$ cat config.mk
export PLATFORM = sky130hd
export DESIGN_NAME = uart_tx_arbiter
export DESIGN_NICKNAME = d
export VERILOG_FILES = /design/src/rtl/uart_tx_arbiter.sv
export SDC_FILE = /design/constraint.sdc
export NUM_CORES = 1
export LEC_CHECK = 0
export ABC_CLOCK_PERIOD_IN_PS = 2200
export CAP_MARGIN = 10
export CORE_ASPECT_RATIO = 1.1
export CORE_MARGIN = 2
export CORE_UTILIZATION = 49
export CTS_BUF_LIST = sky130_fd_sc_hd__clkbuf_4 sky130_fd_sc_hd__clkbuf_8 sky130_fd_sc_hd__clkbuf_16
export CTS_CLUSTER_SIZE = 20
export DETAILED_ROUTE_END_ITERATION = 10
export GPL_TIMING_DRIVEN = 0
export PLACE_DENSITY = 0.81
export SLEW_MARGIN = 30
export SYNTH_ARGS = -nofsm -noshare
export SYNTH_HDL_FRONTEND = slang
export SYNTH_HIERARCHICAL = 1
export SYNTH_SLANG_ARGS = --single-unit
$ cat constraint.sdc
create_clock -name clk -period 2.2 [get_ports clk]
set_input_delay 0.33 -clock clk [delete_from_list [all_inputs] [get_ports clk]]
set_output_delay 0.33 -clock clk [all_outputs]
set_load 0.03 [all_outputs]
$ cat src/rtl/uart_tx_arbiter.sv
// Round-robin arbiter sharing one 8N1 UART transmitter among N_REQ byte requesters.
// Optional macro UART_TX_ARB_LOCK_EN adds req_last so a requester can hold the line for a multi-byte message.
module uart_tx_arbiter #(
    parameter int N_REQ          = 4,
    parameter int DATA_WIDTH     = 8,
    parameter int CLOCKS_PER_BIT = 10417,
    parameter int GUARD_CYCLES   = 4
) (
    input  logic                          clk,
    input  logic                          rst_n,
    input  logic [N_REQ-1:0]              req_valid,
    input  logic [N_REQ*DATA_WIDTH-1:0]   req_data,
`ifdef UART_TX_ARB_LOCK_EN
    input  logic [N_REQ-1:0]              req_last,
`endif
    output logic [N_REQ-1:0]              req_ready,
    output logic                          tx_wr_en,
    output logic [DATA_WIDTH-1:0]         tx_data,
    output logic                          tx_new_txn,
    output logic                          busy,
    output logic [$clog2(N_REQ)-1:0]      owner
);

    localparam int FRAME_CYCLES = (DATA_WIDTH + 2) * CLOCKS_PER_BIT + GUARD_CYCLES;
    localparam int PTR_W        = $clog2(N_REQ);
    localparam int CNT_W        = $clog2(FRAME_CYCLES + 1);

    typedef enum logic [1:0] {
        S_ARB  = 2'd0,
        S_LOAD = 2'd1,
        S_KICK = 2'd2,
        S_WAIT = 2'd3
    } state_t;

    state_t                  state_r;
    logic [PTR_W-1:0]        ptr_r;
    logic [PTR_W-1:0]        owner_r;
    logic [CNT_W-1:0]        cnt_r;
    logic [DATA_WIDTH-1:0]   tx_data_r;
    logic                    tx_wr_en_r;
    logic                    tx_new_txn_r;
    logic                    busy_r;
    logic                    locked_r;

    logic                    rr_found_s;
    logic [PTR_W-1:0]        rr_winner_s;
    logic                    found_s;
    logic [PTR_W-1:0]        winner_s;
    logic                    grant_s;
    logic                    last_s;
    logic [DATA_WIDTH-1:0]   win_data_s;
    logic [PTR_W:0]          sum_v;
    logic [PTR_W-1:0]        idx_v;

    // Round-robin scan starting just above the pointer, wrapping modulo N_REQ.
    always_comb begin
        rr_found_s  = 1'b0;
        rr_winner_s = '0;
        sum_v       = '0;
        idx_v       = '0;
        for (int k = 1; k <= N_REQ; k++) begin
            sum_v = {1'b0, ptr_r} + (PTR_W + 1)'(k);
            idx_v = PTR_W'((sum_v >= (PTR_W + 1)'(N_REQ)) ? (sum_v - (PTR_W + 1)'(N_REQ)) : sum_v);
            if (!rr_found_s && req_valid[idx_v]) begin
                rr_found_s  = 1'b1;
                rr_winner_s = idx_v;
            end else begin
                rr_found_s  = rr_found_s;
                rr_winner_s = rr_winner_s;
            end
        end
    end

    // A held lock restricts arbitration to the current owner only.
    always_comb begin
        found_s  = rr_found_s;
        winner_s = rr_winner_s;
        last_s   = 1'b1;
`ifdef UART_TX_ARB_LOCK_EN
        if (locked_r) begin
            found_s  = req_valid[owner_r];
            winner_s = owner_r;
        end else begin
            found_s  = rr_found_s;
            winner_s = rr_winner_s;
        end
        last_s = req_last[winner_s];
`endif
    end

    // Grant decode and winner byte selection.
    always_comb begin
        grant_s    = (state_r == S_ARB) && found_s;
        win_data_s = req_data[int'(winner_s) * DATA_WIDTH +: DATA_WIDTH];
        if (grant_s) begin
            req_ready = {{(N_REQ - 1){1'b0}}, 1'b1} << winner_s;
        end else begin
            req_ready = '0;
        end
    end

    // Main sequencer: ARB -> LOAD -> KICK -> WAIT, with registered transmitter controls.
    always_ff @(posedge clk or negedge rst_n) begin
        if (!rst_n) begin
            state_r      <= S_ARB;
            ptr_r        <= PTR_W'(N_REQ - 1);
            owner_r      <= '0;
            cnt_r        <= '0;
            tx_data_r    <= '0;
            tx_wr_en_r   <= 1'b0;
            tx_new_txn_r <= 1'b0;
            busy_r       <= 1'b0;
            locked_r     <= 1'b0;
        end else begin
            case (state_r)
                S_ARB: begin
                    if (grant_s) begin
                        ptr_r      <= winner_s;
                        owner_r    <= winner_s;
                        tx_data_r  <= win_data_s;
                        tx_wr_en_r <= 1'b1;
                        busy_r     <= 1'b1;
                        locked_r   <= ~last_s;
                        state_r    <= S_LOAD;
                    end else begin
                        state_r    <= S_ARB;
                    end
                end
                S_LOAD: begin
                    tx_wr_en_r   <= 1'b0;
                    tx_new_txn_r <= 1'b1;
                    state_r      <= S_KICK;
                end
                S_KICK: begin
                    tx_new_txn_r <= 1'b0;
                    cnt_r        <= CNT_W'(FRAME_CYCLES - 1);
                    state_r      <= S_WAIT;
                end
                S_WAIT: begin
                    if (cnt_r == '0) begin
                        busy_r  <= 1'b0;
                        state_r <= S_ARB;
                    end else begin
                        cnt_r   <= cnt_r - CNT_W'(1);
                    end
                end
                default: begin
                    tx_wr_en_r   <= 1'b0;
                    tx_new_txn_r <= 1'b0;
                    busy_r       <= 1'b0;
                    state_r      <= S_ARB;
                end
            endcase
        end
    end

    assign tx_wr_en   = tx_wr_en_r;
    assign tx_new_txn = tx_new_txn_r;
    assign tx_data    = tx_data_r;
    assign busy       = busy_r;
    assign owner      = owner_r;

    uart_tx_arbiter_chk #(.N_REQ(N_REQ)) u_chk (
        .clk        (clk),
        .rst_n      (rst_n),
        .req_ready  (req_ready),
        .tx_wr_en   (tx_wr_en),
        .tx_new_txn (tx_new_txn),
        .busy       (busy)
    );

endmodule

// Protocol invariants of the arbiter outputs.
module uart_tx_arbiter_chk #(
    parameter int N_REQ = 4
) (
    input logic             clk,
    input logic             rst_n,
    input logic [N_REQ-1:0] req_ready,
    input logic             tx_wr_en,
    input logic             tx_new_txn,
    input logic             busy
);

    a_ready_onehot: assert property (@(posedge clk) disable iff (!rst_n) $onehot0(req_ready));
    a_ready_idle:   assert property (@(posedge clk) disable iff (!rst_n) (|req_ready) |-> !busy);
    a_wr_kick_excl: assert property (@(posedge clk) disable iff (!rst_n) !(tx_wr_en && tx_new_txn));
    a_wr_busy:      assert property (@(posedge clk) disable iff (!rst_n) tx_wr_en |-> busy);

endmodule

==> results.py <==
metrics = {
    "die": {
        "initial_core_util": 0.518,
        "dieArea_sq_mm": 0.00475,
        "rows": 24,
        "ios": 55,
        "die_w_um": 65.9,
        "chipHeight_um": 72.1,
        "core-area_sq_mm": 0.00399,
    },
    "logic_synthesis": {
        "synth_area_per_cell_sq_um": 9.31,
        "synthDistinctLibCells": 50,
        "synth-adder-area-share": 0.0303,
        "synth_edf_count": 0,
        "synth_area_leader_cell": "dfrtp_1",
        "synth_mux_area_frac": 0.0920,
        "syn_nets": 265,
        "syn_inst": 222,
        "yosysMostFrequentCell": "nand2_1",
        "seq_area_frac_synth": 0.413,
        "ys_ff_latch": 34,
        "synth_compound_area_frac": 0.178,
        "synthSimpleGateAreaFrac": 0.216,
        "synth_top_area_frac": 0.387,
        "synth-warning-count": 6,
        "netlist_area_sq_mm": 0.00207,
        "synth_top_family_by_area": "simple AND/OR/NAND/NOR gates",
        "synth-async-reset-ratio": 1.00,
        "synthFlopType": "dfrtp_1",
        "synth_common_cells": "nand2_1 (33), dfrtp_1 (32), nor2_1 (22)",
        "synthXorXnorAreaFrac": 0.0254,
        "synth.area.top_cells": "dfrtp_1 (39%), mux2i_1 (9.2%), nand2_1 (6.0%), nor2_1 (4.0%), o221ai_1 (3.8%)",
    },
    "timing": {
        "drv_slew": 0,
        "fin_skew_ns": 0.00592,
        "rsz0062_at_grt": "true",
        "setup_viol": 0,
        "fin_ws_ns": 0.0176,
        "setup_tns_ns": 0,
        "period_minus_slack_ns": 2.18,
        "worst_slew_pin_slew_ns": 0.466,
        "post-route-period-util": 0.992,
        "slew-limit-headroom": 0.689,
        "finalHoldViolCount": 0,
        "max_freq_mhz": 458,
    },
    "pwr": {
        "comb_power_share": 0.134,
        "ir_drop_v": 0.000353,
        "p_switching_uw": 271,
        "clockPowerShare": 0.357,
        "swShare": 0.221,
        "intPower_uw": 958,
        "powerDensity_mw_per_mm2": 414,
        "p_leak_uw": 0.00124,
        "seqPwrFrac": 0.509,
    },
    "clock_network": {
        "clk_latency_ns": 0.28,
        "h-tree-depth": 2,
        "root_buffer": "clkbuf_8",
        "numCtsBuffers": 5,
        "cts_sinks": 34,
        "clkTransAtPathRegs_ns": 0.07,
        "cts_tree": "yes",
        "max-clock-path-buffers": 2,
    },
    "drt": {
        "drt_iter0_drc": 88,
        "firstDrtPassIters": 4,
        "num_vias": 1955,
        "drt-wirelength-per-cell_um": 15.8,
        "drt-total-wl_mm": 5.56,
        "final_antenna_net_count": 0,
        "vias_per_cell": 5.55,
        "drc": 0,
    },
    "placed_design": {
        "dpl.hpwl_mm": 3.73,
        "placed_cells": 329,
        "post-place-ws_ns": -0.834,
        "io_buffers": 54,
        "place_congestion": 0.908,
    },
    "final_layout": {
        "fin_nets": 342,
        "drive_above_1_share": 0.197,
        "area_delta_synth_final_pct": 43.8,
        "instances_no_fill": 352,
        "n_fill_cell": 275,
        "n_antenna_cell": 0,
    },
    "setup_path": {
        "critical_path_required_ns": 2.40,
        "crit_fanout": 7,
        "crit_type": "register to register",
        "critical_path.endpoint_type": "register",
        "arrival_ns": 2.38,
        "start_kind": "register",
    },
    "global_route": {
        "track_usage": 0.244,
        "antenna_found_initial": 0,
        "grt-ovfl-total": 0,
        "grt_pass1_wl_mm": 8.94,
        "grt_max_degree": 21,
        "first_global_vias": 1885,
    },
    "run_status": {
        "status": "completed",
    },
    "job": {
        "max_cap_violations": 0,
    },
    "hold_path": {
        "hp-class": "register to register",
    },
}
## kinds of logic (layout without fill, tap and decap cells)
family	count (synthesis)	count (layout)
compound gates	49	49
xor+xnor	6	6
fa+ha+maj	5	5
buf+inv	21	99
flops	34	34
mux	19	19
simple gates	88	88
## worst paths after layout
| kind | start | to | slack (ns) | depth (start not counted) |
|---|---|---|---|---|
| max | ptr_r[1] | tx_data[2] | 0.02 | 11 |
| min | owner[1] | owner[1] | 0.48 | 2 |
| max reg2reg | ptr_r[1] | tx_data[2] | 0.02 | 11 |
| min reg2reg | owner[1] | owner[1] | 0.48 | 2 |
| max in group asynchronous | rst_n | ptr_r[1] | 1.19 | 3 |
| min in group asynchronous | rst_n | owner[0] | 0.51 | 2 |
## sequential cells by signal, summed over array words and instances (netlist names)
signal      cells
owner           2
tx_wr_en        1
tx_new_txn      1
cnt_r          17
ptr_r           2
tx_data         8
state_r         2
busy            1
## power by group through the flow
stage / clock network (uW) / registers [uW] / logic, uW
final: 439 / 625 / 165
after floorplan: 0 / 637 / 46.5
after global placement: 0 / 637 / 134
after global routing: 489 / 625 / 176
after CTS: 460 / 625 / 149
after detailed placement: 0 / 637 / 141
## final cells by class
class	count	area, sq um	share of cell area
Multi-Input combinational cell	167	1190	0.400
Sequential cell	34	853	0.287
Timing Repair Buffer	71	679	0.229
Clock buffer	6	76.3	0.0257
Tap cell	52	65.1	0.0219
Buffer	9	58.8	0.0198
Inverter	11	41.3	0.0139
Clock inverter	2	10.0	0.00337
## metrics by stage
step	total power, uW	util	instance area, sq um	hold slack [ns]
2_1_floorplan	683	-	2070	0.0344
3_3_place_gp	771	0.669	2670	0.467
3_5_place_dp	778	0.675	2700	0.275
4_1_cts	1230	0.723	2890	0.484
5_1_grt	1290	0.744	2970	0.515
6_report	1230	0.744	2970	0.478
## metal layers
layer | global-route usage | vias up | share of wire
met1 | 0.310 | 903 | 0.42
met5 | 0 | - | 0
met3 | 0.0806 | 12 | 0.099
met4 | 0.0694 | 0 | 0.020
met2 | 0.398 | 94 | 0.46
li1 | - | 946 | -
## critical path: stages, from the launching register on
cell	delay (ns)
dfstp_2	0.62
a31o_4	0.18
o22a_1	0.15
nand2_2	0.08
buf_4	0.13
buf_4	0.12
buf_4	0.13
buf_4	0.12
buf_4	0.12
buf_4	0.13
buf_4	0.13
o221ai_2	0.18
## cells in the final DEF (no fill, tap or decap), drive strengths merged, types with 3 or more instances in the layout
master         netlist  routed
nand2b               4       4
nand3                4       4
nand2               33      33
o221ai               9       9
inv                 10      10
clkbuf               3       8
dfrtp               32      32
clkdlybuf4s50        0      45
buf                  7      28
xnor2                5       5
a31o                 4       4
nor2                22      22
ha                   5       5
nor2b                3       3
a21oi               10      10
clkinv               1       3
mux2i               19      19
o21ai                8       8
and3                 3       3
nor4                 4       4
dlygate4sd2          0       4
nor3                 6       6
## timing repair
action	CTS	global route
gates resized for setup	34	18
endpoints found under the hold margin	13	0
setup endpoints to repair	4	5
hold buffers	1	0
pin swaps	4	4
setup buffers	11	4
Power figures use the tool's default switching activity.
